===== config.mk =====
export PLATFORM = sky130hd
export DESIGN_NAME = layer_weight_bias_fetch
export DESIGN_NICKNAME = d
export VERILOG_FILES = /design/src/rtl/layer_weight_bias_fetch.sv
export SDC_FILE = /design/constraint.sdc
export NUM_CORES = 1
export LEC_CHECK = 0
export BUFFER_PORTS_ARGS = -buffer_cell sky130_fd_sc_hd__buf_2
export CORE_MARGIN = 3
export CORE_UTILIZATION = 45
export DETAILED_ROUTE_END_ITERATION = 6
export GPL_TIMING_DRIVEN = 0
export PLACE_DENSITY = 0.69
export SLEW_MARGIN = 5
export SYNTH_ARGS = -nofsm -noshare
export SYNTH_HDL_FRONTEND = slang
export SYNTH_SLANG_ARGS = --single-unit

===== constraint.sdc =====
create_clock -name clk -period 6.5 [get_ports clk]
set_input_delay 0.65 -clock clk [delete_from_list [all_inputs] [get_ports clk]]
set_output_delay 0.65 -clock clk [all_outputs]
set_load 0.02 [all_outputs]

===== src/rtl/layer_weight_bias_fetch.sv =====
// Per-layer read requester: sequences one weight-then-bias fetch through the shared
// arbiter and returns each word tagged with its index in the fetch.
module layer_weight_bias_fetch #(
    parameter logic [4:0]  LAYER_ID    = 5'd1,
    parameter logic [15:0] WEIGHT_BASE = 16'd0,
    parameter logic [15:0] WEIGHT_NUM  = 16'd72,
    parameter logic [15:0] BIAS_BASE   = 16'd0,
    parameter logic [15:0] BIAS_NUM    = 16'd8
) (
    input  logic        clk,
    input  logic        rst,
    input  logic        start,
    input  logic [4:0]  weight_sel,
    input  logic [4:0]  bias_sel,
    output logic        read_weight_signal,
    output logic [15:0] read_weight_addr,
    output logic        read_bias_signal,
    output logic [15:0] read_bias_addr,
    input  logic [15:0] read_weight_data,
    input  logic [15:0] read_bias_data,
    output logic        weight_valid,
    output logic [15:0] weight_out,
    output logic [15:0] weight_index,
    output logic        bias_valid,
    output logic [15:0] bias_out,
    output logic [15:0] bias_index,
    output logic        busy,
    output logic        done
);

    typedef enum logic [2:0] {IDLE, W_FETCH, B_FETCH, DRAIN, DONE} state_t;

    state_t      state, next_state;
    logic [15:0] wcnt, bcnt, wcnt_next, bcnt_next;
    logic        w_grant, b_grant, w_last, b_last;
    logic        w_pend, b_pend;
    logic [15:0] w_pend_idx, b_pend_idx;
    logic        w_sig_d, b_sig_d;
    logic [15:0] w_addr_d, b_addr_d;

    assign w_grant = (state == W_FETCH) && (weight_sel == LAYER_ID);
    assign b_grant = (state == B_FETCH) && (bias_sel == LAYER_ID);
    assign w_last  = (wcnt == WEIGHT_NUM - 16'd1);
    assign b_last  = (bcnt == BIAS_NUM - 16'd1);

    // NOTE: sequential state uses non-blocking assignments so every flop samples pre-edge values.
    always_ff @(posedge clk or posedge rst) begin
        if (rst) state <= IDLE;
        else     state <= next_state;
    end

    // NOTE: every comb output gets a default first, so no path can infer a latch.
    always_comb begin
        next_state = state;
        case (state)
            IDLE: if (start) begin
                if (WEIGHT_NUM != 16'd0)    next_state = W_FETCH;
                else if (BIAS_NUM != 16'd0) next_state = B_FETCH;
                else                        next_state = DRAIN;
            end
            W_FETCH: if (w_grant && w_last)
                next_state = (BIAS_NUM != 16'd0) ? B_FETCH : DRAIN;
            B_FETCH: if (b_grant && b_last) next_state = DRAIN;
            DRAIN:   if (!w_pend && !b_pend) next_state = DONE;
            DONE:    next_state = IDLE;
            default: next_state = IDLE;
        endcase
    end

    // Request outputs are registered, so they are computed from the state being entered.
    always_comb begin
        wcnt_next = wcnt;
        bcnt_next = bcnt;
        if (state == IDLE && start) begin
            wcnt_next = 16'd0;
            bcnt_next = 16'd0;
        end else begin
            if (w_grant && !w_last) wcnt_next = wcnt + 16'd1;
            if (b_grant && !b_last) bcnt_next = bcnt + 16'd1;
        end
        w_sig_d  = (next_state == W_FETCH);
        b_sig_d  = (next_state == B_FETCH);
        w_addr_d = w_sig_d ? WEIGHT_BASE + wcnt_next : 16'd0;
        b_addr_d = b_sig_d ? BIAS_BASE + bcnt_next : 16'd0;
        busy     = (state != IDLE);
        done     = (state == DONE);
    end

    always_ff @(posedge clk or posedge rst) begin
        if (rst) begin
            wcnt               <= 16'd0;
            bcnt               <= 16'd0;
            read_weight_signal <= 1'b0;
            read_weight_addr   <= 16'd0;
            read_bias_signal   <= 1'b0;
            read_bias_addr     <= 16'd0;
        end else begin
            wcnt               <= wcnt_next;
            bcnt               <= bcnt_next;
            read_weight_signal <= w_sig_d;
            read_weight_addr   <= w_addr_d;
            read_bias_signal   <= b_sig_d;
            read_bias_addr     <= b_addr_d;
        end
    end

    // Two-stage return pipes: remember the granted index, then capture the memory word.
    always_ff @(posedge clk or posedge rst) begin
        if (rst) begin
            w_pend       <= 1'b0;
            w_pend_idx   <= 16'd0;
            b_pend       <= 1'b0;
            b_pend_idx   <= 16'd0;
            weight_valid <= 1'b0;
            weight_out   <= 16'd0;
            weight_index <= 16'd0;
            bias_valid   <= 1'b0;
            bias_out     <= 16'd0;
            bias_index   <= 16'd0;
        end else begin
            w_pend       <= w_grant;
            w_pend_idx   <= wcnt;
            b_pend       <= b_grant;
            b_pend_idx   <= bcnt;
            weight_valid <= w_pend;
            bias_valid   <= b_pend;
            if (w_pend) begin
                weight_out   <= read_weight_data;
                weight_index <= w_pend_idx;
            end
            if (b_pend) begin
                bias_out   <= read_bias_data;
                bias_index <= b_pend_idx;
            end
        end
    end

endmodule

==> results.sh, run 1 <==
export IMPL_outcome="finished clean"
export IMPL_layout_common_cells="dfrtp_1 (169), buf_2 (148), nor2_1 (72)"
export IMPL_drv_cap=0
export IMPL_vias=4013
export IMPL_finalMaxSlewViolations=0
export IMPL_synthDistinctLibCells=33
export IMPL_ys_seq_area_share_pct=68.01
export IMPL_post_drt_wl_per_cell_um=15.58
export IMPL_cts_sinks=169
export IMPL_path_clk_slew_ps=60
export IMPL_root_buffer="clkbuf_16"
export IMPL_power_density_mw_per_mm2=311.5
export IMPL_fin_crit_sh_pct=34.75
export IMPL_portBuffers=146
export IMPL_tritoncts="built"
export IMPL_nets=666
export IMPL_met1_usage_pct=22.40
export IMPL_start_util_pct=46.41
export IMPL_min_period_ps=2259
export IMPL_die_y_um=123.6
export IMPL_final_area_mm2=0.007819
export IMPL_syn_area_mm2=0.006218
export IMPL_gp_congestion=0.8596
export IMPL_setup_viol=0
export IMPL_rsz0062_at_grt="no"
export IMPL_grtUsageMet2_pct=27.18
export IMPL_area_delta_synth_final_pct=25.73
export IMPL_ys_ff_latch=169
export IMPL_grt_start_max_net_pins=113
export IMPL_die_w_um=123.6
export IMPL_grt_busiest_layer="met2"
export IMPL_num_rows=42
export IMPL_cts_made_buffers=17
export IMPL_crit_type="reg2reg"
export IMPL_holdCritPathClass="in2async"
export IMPL_wl_um=12610
export IMPL_use_met3_pct=4.392
export IMPL_cpPeakStageDelay_ps=470
export IMPL_end_kind="register"
export IMPL_grt_pass1_wl_um=19830
export IMPL_worstPathRequired_ps=6800
export IMPL_path_cells="ha_1 > and4bb_2 > and4_1 > buf_4 > nand3_1 > nand3_1 > buf_2 > nor2_1"
export IMPL_syn_nets=500
export IMPL_core_area_mm2=0.01340
export IMPL_cpMostUsedCell="nand3_1"
export IMPL_remaining_drc_errors=0
export IMPL_io_pins=147
export IMPL_critPathMaxFanout=10
export IMPL_final_util_pct=58.35
export IMPL_cts_max_level=4
export IMPL_hold_ws_ps=236.6
export IMPL_drtIter0Drc=190
export IMPL_slew_headroom_pct=60.28
export IMPL_avgSynthCellArea_um2=13.73
export IMPL_insertion_delay_ps=420
export IMPL_grt_antenna_before_repair=1
export IMPL_max_clock_freq_ghz=0.4427
export IMPL_clock_path_buffers=2
export IMPL_track_usage_pct=17.17
export IMPL_dr_pass1_iters=4
export IMPL_final_common_cell="dfrtp_1"
export IMPL_overflow=0
export IMPL_ant_nets=0
export IMPL_startpoint_type="register"
export IMPL_hold_viol=0
export IMPL_skew_ps=9.610
export IMPL_vias_per_cell=4.960
export IMPL_dpl_cell_area_mm2=0.007204
export IMPL_yosys_warnings=0
export IMPL_startpoint="wcnt[1]"
export IMPL_r2r_start="wcnt[1]"
export IMPL_drive_gt1_share_pct=40.03
export IMPL_syn_inst=453
export IMPL_cts_resized_gates=0
export IMPL_dp_hpwl_um=8992
export IMPL_postCtsSetupBuffers=0
export IMPL_peakVddDrop_mv=0.1618
export IMPL_max_slew_worst_pin_slew_ps=595.8
export IMPL_cellLeakagePower_nw=4.101
export IMPL_cp_arrival_ps=2550
export IMPL_r2r_slack_ps=4240
export IMPL_grt_pass1_vias=4006
export IMPL_cp_slowest_cell="dfrtp_1"
export IMPL_fp_dieArea_mm2=0.01527
export IMPL_ctsHoldBuffers=0
==> final cells by class <==
| class | instances | area, um^2 |
|---|---|---|
| Antenna cell | 1 | 2.502 |
| Buffer | 18 | 96.34 |
| Clock buffer | 23 | 498.0 |
| Clock inverter | 9 | 113.9 |
| Fill cell | 1108 | 5582 |
| Inverter | 7 | 33.78 |
| Multi-Input combinational cell | 259 | 1867 |
| Sequential cell | 169 | 4229 |
| Tap cell | 176 | 220.2 |
| Timing Repair Buffer | 147 | 758.2 |
==> cell families after synthesis <==
group                      Yosys count  synth area share, %
DFF                                169                68.01
muxes                               66                11.91
adders and majority gates            2               0.4024
xor gates and xnor gates            30                4.225
and+or+nand+nor                    158                13.04
buffers and inverters               25                1.972
AOI/OAI and AO/OA                    3               0.4427
==> worst paths after layout <==
check	depth (start not counted)	end
max	8	read_weight_addr[12]
min	2	read_weight_addr[4]
max reg2reg	8	read_weight_addr[12]
min reg2reg	0	weight_valid
max in group asynchronous	3	bias_out[10]
min in group clk	0	weight_valid
==> routing by layer <==
metal	wire, um	vias up
li1	-	1878
met1	5632	1976
met2	5985	135
met3	683	24
met4	303	0
met5	0	-
==> power breakdown <==
part	internal (mW)	leakage, nW	total (mW)	switching, mW
clock network	0.618	0.292	1.01	0.395
registers	1.12	2.32	1.15	0.0336
logic	0.103	1.49	0.271	0.168
total	1.84	4.10	2.44	0.597
==> metrics by stage <==
step | TNS [ps] | std cells | setup slack [ps] | total power, mW
6_report | 0 | 809 | 4241 | 2.436
5_1_grt | 0 | 809 | 4056 | 2.540
4_1_cts | 0 | 808 | 4258 | 2.469
3_5_place_dp | 0 | 776 | 4183 | 1.447
3_3_place_gp | -18580 | 775 | -121.5 | 1.435
2_1_floorplan | 0 | 453 | 1275 | 1.341
==> synthesized netlist by cell type, drive strengths merged <==
cell	count	share of area [%]
a211o	1	0.14
a22o	1	0.14
and3	3	0.30
and4	8	1.1
and4bb	1	0.20
buf	8	0.95
clkbuf	10	0.60
clkinv	1	0.060
dfrtp	169	68
ha	2	0.40
inv	6	0.36
mux2	64	12
mux2i	2	0.32
nand2	14	0.85
nand2b	1	0.10
nand3	13	1.0
nand4	9	0.91
nor2	72	4.3
nor2b	1	0.10
nor3	16	1.3
nor3b	3	0.36
nor4	7	0.70
nor4b	7	1.3
nor4bb	1	0.16
o211a	1	0.16
or3	1	0.10
or4b	1	0.16
xnor2	23	3.2
xor2	7	0.99
==> worst max-delay path: cells and delay by family, from the launching register on <==
family        cells  cell delay (ps)
simple gates      5              950
flops             1              470
fa+ha+maj         1              270
buf+inv           2              440
(Power assumes the default switching activity.)
==> run 2: changes to the inputs <==
--- a/config.mk
+++ b/config.mk
@@ -10,7 +10,7 @@
 export CORE_UTILIZATION = 45
 export DETAILED_ROUTE_END_ITERATION = 6
 export GPL_TIMING_DRIVEN = 0
-export PLACE_DENSITY = 0.69
+export PLACE_DENSITY = 0.71
 export SLEW_MARGIN = 5
 export SYNTH_ARGS = -nofsm -noshare
 export SYNTH_HDL_FRONTEND = slang
==> constraint.sdc (replaced) <==
create_clock -name clk -period 2.05 [get_ports clk]
set_input_delay 0.205 -clock clk [delete_from_list [all_inputs] [get_ports clk]]
set_output_delay 0.205 -clock clk [all_outputs]
set_load 0.02 [all_outputs]
==> results.sh, run 2 (synthesis results as in run 1) <==
export IMPL_finalMaxSlewViolations=0
export IMPL_vias_per_cell=5.039
export IMPL_grt_pass1_wl_um=20590
export IMPL_worstPathRequired_ps=2400
export IMPL_drtIter0Drc=228
export IMPL_min_period_ps=2036
export IMPL_holdCritPathClass="in2reg"
export IMPL_hold_depth=2
export IMPL_switching_power_mw=1.869
export IMPL_final_cells=823
export IMPL_start_util_pct=46.41
export IMPL_r2r_end="read_bias_addr[4]"
export IMPL_peakVddDrop_mv=0.5154
export IMPL_pre_cts_slack_ps=-151.2
export IMPL_final_common_cell="dfrtp_1"
export IMPL_dp_cells=779
export IMPL_p_clk_share_pct=41.0
export IMPL_crit_type="reg2reg"
export IMPL_io_pins=147
export IMPL_rsz0062_at_grt="yes"
export IMPL_die_y_um=123.6
export IMPL_reg2regPathDepth=8
export IMPL_vias=4147
export IMPL_die_w_um=123.6
export IMPL_r2r_start="wcnt[10]"
export IMPL_final_util_pct=60.21
export IMPL_ant_nets=0
export IMPL_gp_congestion=0.8588
export IMPL_grt_pass1_vias=4143
export IMPL_path_delay_family="simple AND/OR/NAND/NOR gates"
export IMPL_fp_dieArea_mm2=0.01527
export IMPL_fin_ws_ps=13.70
export IMPL_path_cells="nor4_4 > and4_1 > buf_6 > nand3_2 > a22o_1 > buf_6 > buf_6 > nor2_2"
export IMPL_startpoint_type="register"
export IMPL_fin_crit_sh_pct=99.33
export IMPL_path_clk_slew_ps=60
export IMPL_hold_viol=0
export IMPL_cp_arrival_ps=2380
export IMPL_overflow=0
export IMPL_grt_start_max_net_pins=45
export IMPL_cts_max_level=4
export IMPL_worstHoldStart="read_bias_data[1]"
export IMPL_power_frac_comb_pct=12.0
export IMPL_max_clock_freq_ghz=0.4911
export IMPL_outcome="finished clean"
export IMPL_intPower_mw=5.884
export IMPL_cellLeakagePower_nw=4.202
export IMPL_end_kind="register"
export IMPL_drive_gt1_share_pct=43.34
export IMPL_cts_made_buffers=17
export IMPL_power_density_mw_per_mm2=960.8
export IMPL_r2r_slack_ps=10
export IMPL_cp_slowest_cell="dfrtp_2"
export IMPL_post_drt_wl_per_cell_um=16.12
export IMPL_insertion_delay_ps=420
export IMPL_holdPathEnd="bias_out[1]"
export IMPL_clock_path_buffers=2
export IMPL_root_buffer="clkbuf_16"
export IMPL_total_power_mw=7.753
export IMPL_hold_ws_ps=17.73
export IMPL_slew_headroom_pct=60.74
export IMPL_crit_buf_inv=3
export IMPL_critPathMaxFanout=10
export IMPL_cpMostUsedCell="buf_6"
export IMPL_swShare_pct=24.10
export IMPL_dp_hpwl_um=9209
export IMPL_seqPwrFrac_pct=47.0
export IMPL_tritoncts="built"
export IMPL_dr_pass1_iters=4
export IMPL_remaining_drc_errors=0
export IMPL_num_rows=42
export IMPL_layout_common_cells="dfrtp_1 (165), buf_2 (147), nor2_1 (70)"
export IMPL_nets=681
export IMPL_skew_ps=6.464
export IMPL_grt_antenna_before_repair=1
export IMPL_drv_cap=0
export IMPL_track_usage_pct=17.83
export IMPL_cpPeakStageDelay_ps=440
export IMPL_portBuffers=146
export IMPL_setup_viol=0
export IMPL_area_delta_synth_final_pct=29.76
export IMPL_cts_sinks=169
export IMPL_wl_um=13260
export IMPL_core_area_mm2=0.01340
export IMPL_max_slew_worst_pin_slew_ps=588.9
-- run 2: final cells by class --
type                       instances  area (um^2)
antenna                            1        2.502
clock buffer                      24        471.7
inverter                           7        31.28
fill                            1060         5331
buffer                            17        101.3
tap                              176        220.2
sequential                       169         4234
timing repair buffer             163        920.9
multi-input combinational        259         1969
clock inverter                     7        117.6
-- run 2: worst max-delay path by stage --
stage / slack, ps / startpoint / cells after the start / endpoint
floorplan: -310 / rst / 1 / b_pend
detailed placement: -150 / wcnt[1] / 8 / read_weight_addr[7]
global placement: -1140 / rst / 2 / bias_out[9]
CTS: 20 / wcnt[3] / 8 / read_bias_addr[4]
global route: -70 / wcnt[3] / 8 / read_bias_addr[4]
finish: 10 / wcnt[10] / 8 / read_bias_addr[4]
-- run 2: power by group through the flow --
stage / Combinational (mW) / Sequential, mW / Clock, mW
6_report: 0.928 / 3.65 / 3.18
3_3_place_gp: 0.848 / 3.70 / 0
2_1_floorplan: 0.344 / 3.91 / 0
4_1_cts: 0.927 / 3.65 / 3.25
5_1_grt: 1.02 / 3.67 / 3.40
3_5_place_dp: 0.889 / 3.71 / 0
-- run 2: worst register-to-register path, cell delays in order, from the launching register on --
cell     delay, ps
dfrtp_2        440
nor4_4         310
and4_1         240
buf_6          140
nand3_2        130
a22o_1         290
buf_6          140
buf_6          140
nor2_2         120
-- run 2: stage by stage --
step | cell area, um^2 | TNS [ps]
2_1_floorplan | 6222 | -52340
3_3_place_gp | 7173 | -192810
3_5_place_dp | 7253 | -2274
4_1_cts | 7945 | 0
5_1_grt | 8069 | -559.6
6_report | 8069 | 0
-- run 2: repair_timing --
action	4_1_cts	5_1_grt
pin swaps	2	3
setup endpoints to repair	27	48
endpoints found under the hold margin	130	0
gates resized for setup	9	19
hold buffers	5	0
setup buffers	4	4
-- run 2: layer usage --
layer / vias up / wire length [um] / GRT usage, %
li1: 1913 / - / -
met1: 2060 / 5677 / 23.26
met2: 145 / 6459 / 28.00
met3: 29 / 820 / 4.895
met4: 0 / 307 / 7.958
met5: - / 0 / 0
==> run 3: changes to the inputs <==
--- a/config.mk
+++ b/config.mk
@@ -5,12 +5,13 @@
 export SDC_FILE = /design/constraint.sdc
 export NUM_CORES = 1
 export LEC_CHECK = 0
+export ABC_AREA = 1
 export BUFFER_PORTS_ARGS = -buffer_cell sky130_fd_sc_hd__buf_2
 export CORE_MARGIN = 3
 export CORE_UTILIZATION = 45
 export DETAILED_ROUTE_END_ITERATION = 6
 export GPL_TIMING_DRIVEN = 0
-export PLACE_DENSITY = 0.71
+export PLACE_DENSITY = 0.7
 export SLEW_MARGIN = 5
 export SYNTH_ARGS = -nofsm -noshare
 export SYNTH_HDL_FRONTEND = slang
==> results.sh, run 3 <==
export IMPL_die_w_um=131.1
export IMPL_syn_inst=746
export IMPL_ys_seq_area_share_pct=60.09
export IMPL_finalMaxSlewViolations=0
export IMPL_synth_compound_area_share_pct=0.7111
export IMPL_path_clk_slew_ps=70
export IMPL_track_usage_pct=18.29
export IMPL_min_period_ps=1861
export IMPL_yosys_warnings=0
export IMPL_portBuffers=146
export IMPL_final_util_pct=58.65
export IMPL_area_delta_synth_final_pct=27.15
export IMPL_num_antenna_cells=0
export IMPL_dr_pass1_iters=5
export IMPL_synth_top_cell_area_share_pct=60.09
export IMPL_drv_cap=0
export IMPL_r2r_start="wcnt[0]"
export IMPL_drtIter0Drc=350
export IMPL_startpoint="wcnt[0]"
export IMPL_synth_main_ff_cell="dfrtp_1"
export IMPL_final_common_cell="nand2_1"
export IMPL_holdCritPathClass="in2reg"
export IMPL_nets=983
export IMPL_hold_viol=0
export IMPL_clock_path_buffers=2
export IMPL_fp_dieArea_mm2=0.01718
export IMPL_synth_xor_area_share_pct=1.742
export IMPL_peakVddDrop_mv=0.6072
export IMPL_layout_common_cells="nand2_1 (276), dfrtp_1 (167), buf_2 (153)"
export IMPL_dp_cells=1107
export IMPL_crit_type="reg2reg"
export IMPL_p_clk_share_pct=43.6
export IMPL_grt_pass1_wl_um=24370
export IMPL_worstHoldStart="read_bias_data[7]"
export IMPL_fillers=1251
export IMPL_seqPwrFrac_pct=47.3
export IMPL_drive_gt1_share_pct=27.82
export IMPL_syn_nets=793
export IMPL_cp_arrival_ps=2180
export IMPL_slew_headroom_pct=55.13
export IMPL_yosysMostFrequentCell="nand2_1"
export IMPL_synth_top_family_by_area="simple AND/OR/NAND/NOR gates"
export IMPL_fin_crit_sh_pct=90.77
export IMPL_dp_hpwl_um=10760
export IMPL_grt_antenna_before_repair=0
export IMPL_switching_power_mw=1.962
export IMPL_hold_ws_ps=17.58
export IMPL_io_pins=147
export IMPL_skew_ps=12.45
export IMPL_wl_um=15270
export IMPL_grt_start_max_net_pins=43
export IMPL_worstPathRequired_ps=2370
export IMPL_ant_nets=0
export IMPL_vias=5297
export IMPL_synthArstFlopShare_pct=100.0
export IMPL_cellLeakagePower_nw=5.010
export IMPL_cts_max_level=4
export IMPL_core_area_mm2=0.01526
export IMPL_start_util_pct=46.13
export IMPL_remaining_drc_errors=0
export IMPL_max_slew_worst_pin_slew_ps=671.7
export IMPL_final_cells=1160
export IMPL_tritoncts="built"
export IMPL_multi_input_area_mm2=0.002394
export IMPL_rsz0062_at_grt="no"
export IMPL_cts_sinks=169
export IMPL_setup_viol=0
export IMPL_end_kind="register"
export IMPL_critPathMaxFanout=10
export IMPL_synth_commonest_cells="nand2_1 (276), dfrtp_1 (169), nor2_1 (76)"
export IMPL_path_delay_family="simple AND/OR/NAND/NOR gates"
export IMPL_outcome="finished clean"
export IMPL_synthDistinctLibCells=28
export IMPL_max_clock_freq_ghz=0.5374
export IMPL_syn_area_mm2=0.007038
export IMPL_path_cells="ha_1 > buf_2 > nand3_1 > nor2_4 > nand3_4 > nand2_4 > nand2_1 > inv_2 > buf_6 > nor2_1"
export IMPL_synthSimpleGateAreaFrac_pct=26.08
export IMPL_crit_buf_inv=3
export IMPL_overflow=0
export IMPL_power_frac_comb_pct=9.1
export IMPL_swShare_pct=25.90
export IMPL_cpPeakStageDelay_ps=450
export IMPL_synthTopCellsByArea="dfrtp_1 (60%), nand2_1 (15%), mux2_2 (5.1%), nor2_1 (4.1%), inv_1 (3.3%)"
export IMPL_power_density_mw_per_mm2=846.3
export IMPL_ys_ff_latch=169
export IMPL_avgSynthCellArea_um2=9.434
export IMPL_regArea_mm2=0.004232
export IMPL_synth_adder_area_share_pct=0.3556
export IMPL_startpoint_type="register"
export IMPL_post_drt_wl_per_cell_um=13.17
export IMPL_die_y_um=131.1
export IMPL_synth_area_leader_cell="dfrtp_1"
export IMPL_cts_made_buffers=17
export IMPL_synth_edf_count=0
export IMPL_insertion_delay_ps=420
export IMPL_num_rows=45
export IMPL_vias_per_cell=4.566
export IMPL_intPower_mw=5.611
export IMPL_gp_congestion=0.9086
export IMPL_total_power_mw=7.573
export IMPL_cp_slowest_cell="dfrtp_2"
export IMPL_root_buffer="clkbuf_16"
export IMPL_grt_pass1_vias=5018
export IMPL_muxShareOfSynthArea_pct=5.120
==> run 3: cell count changes in the layout (fill, tap and decap cells not counted), moves of 16 or more <==
cell,previous run,this run
dlygate4sd3_1,5,21
mux2_2,64,32
nand2_1,13,276
xnor2_1,23,6
inv_1,5,61
nand3_1,11,29
==> run 3: power groups by stage <==
stage                     Clock (mW)  Sequential (mW)  Combinational (mW)
after CTS                       3.36             3.58               0.694
final                           3.30             3.59               0.688
after floorplan                    0             3.78               0.241
after global placement             0             3.64               0.634
after global routing            3.52             3.60               0.762
after detailed placement           0             3.64               0.663
==> run 3: worst paths after layout <==
check | slack, ps | cells past startpoint | end
setup / recovery | 190 | 10 | read_weight_addr[7]
hold / removal | 20 | 2 | bias_out[7]
setup reg to reg | 190 | 10 | read_weight_addr[7]
hold reg to reg | 370 | 0 | weight_valid
max in group asynchronous | 790 | 5 | wcnt[0]
min in group asynchronous | 440 | 3 | state[2]
==> run 3: cell families (layout without fill, tap and decap cells) <==
family / after synthesis / after routing
AND/OR/NAND/NOR: 422 / 422
flip-flops: 169 / 169
multiplexers: 32 / 32
AO/OA/AOI/OAI: 10 / 10
buffers and inverters: 97 / 300
XOR/XNOR: 14 / 14
adder cells (fa/ha/maj): 2 / 2
==> run 3: repair_timing <==
action | 4_1_cts | 5_1_grt
setup buffers | 0 | 0
endpoints found under the hold margin | 48 | 0
gates resized for setup | 0 | 3
hold buffers | 21 | 0
endpoints found under the setup margin | 0 | 39
==> run 3: metal layers <==
layer / routed length (um) / vias up / track usage, % / share of wire (%)
met2: 6866 / 141 / 27.63 / 45
met5: 0 / - / 0 / 0
li1: - / 2681 / - / -
met3: 851 / 21 / 4.133 / 5.6
met4: 225 / 0 / 6.413 / 1.5
met1: 7328 / 2454 / 26.20 / 48
==> run 3: cell type report <==
cell class                      count  share of cell area (%)
Tap cell                          211                   2.950
Sequential cell                   169                   47.29
Clock buffer                       18                   4.908
Inverter                           72                   3.062
Buffer                             25                   1.650
Timing Repair Buffer              171                   11.41
Multi-Input combinational cell    480                   26.75
Clock inverter                     14                   1.985
==> run 3: through the flow <==
| step | setup TNS (ps) | cell area [um^2] | worst slack [ps] |
|---|---|---|---|
| global placement | -212140 | 8036 | -1263 |
| CTS | 0 | 8944 | 113.5 |
| floorplan | -52340 | 7042 | -309.7 |
| global route | 0 | 8949 | 4.025 |
| detailed placement | 0 | 8117 | 118.2 |
| finish | 0 | 8949 | 189.2 |
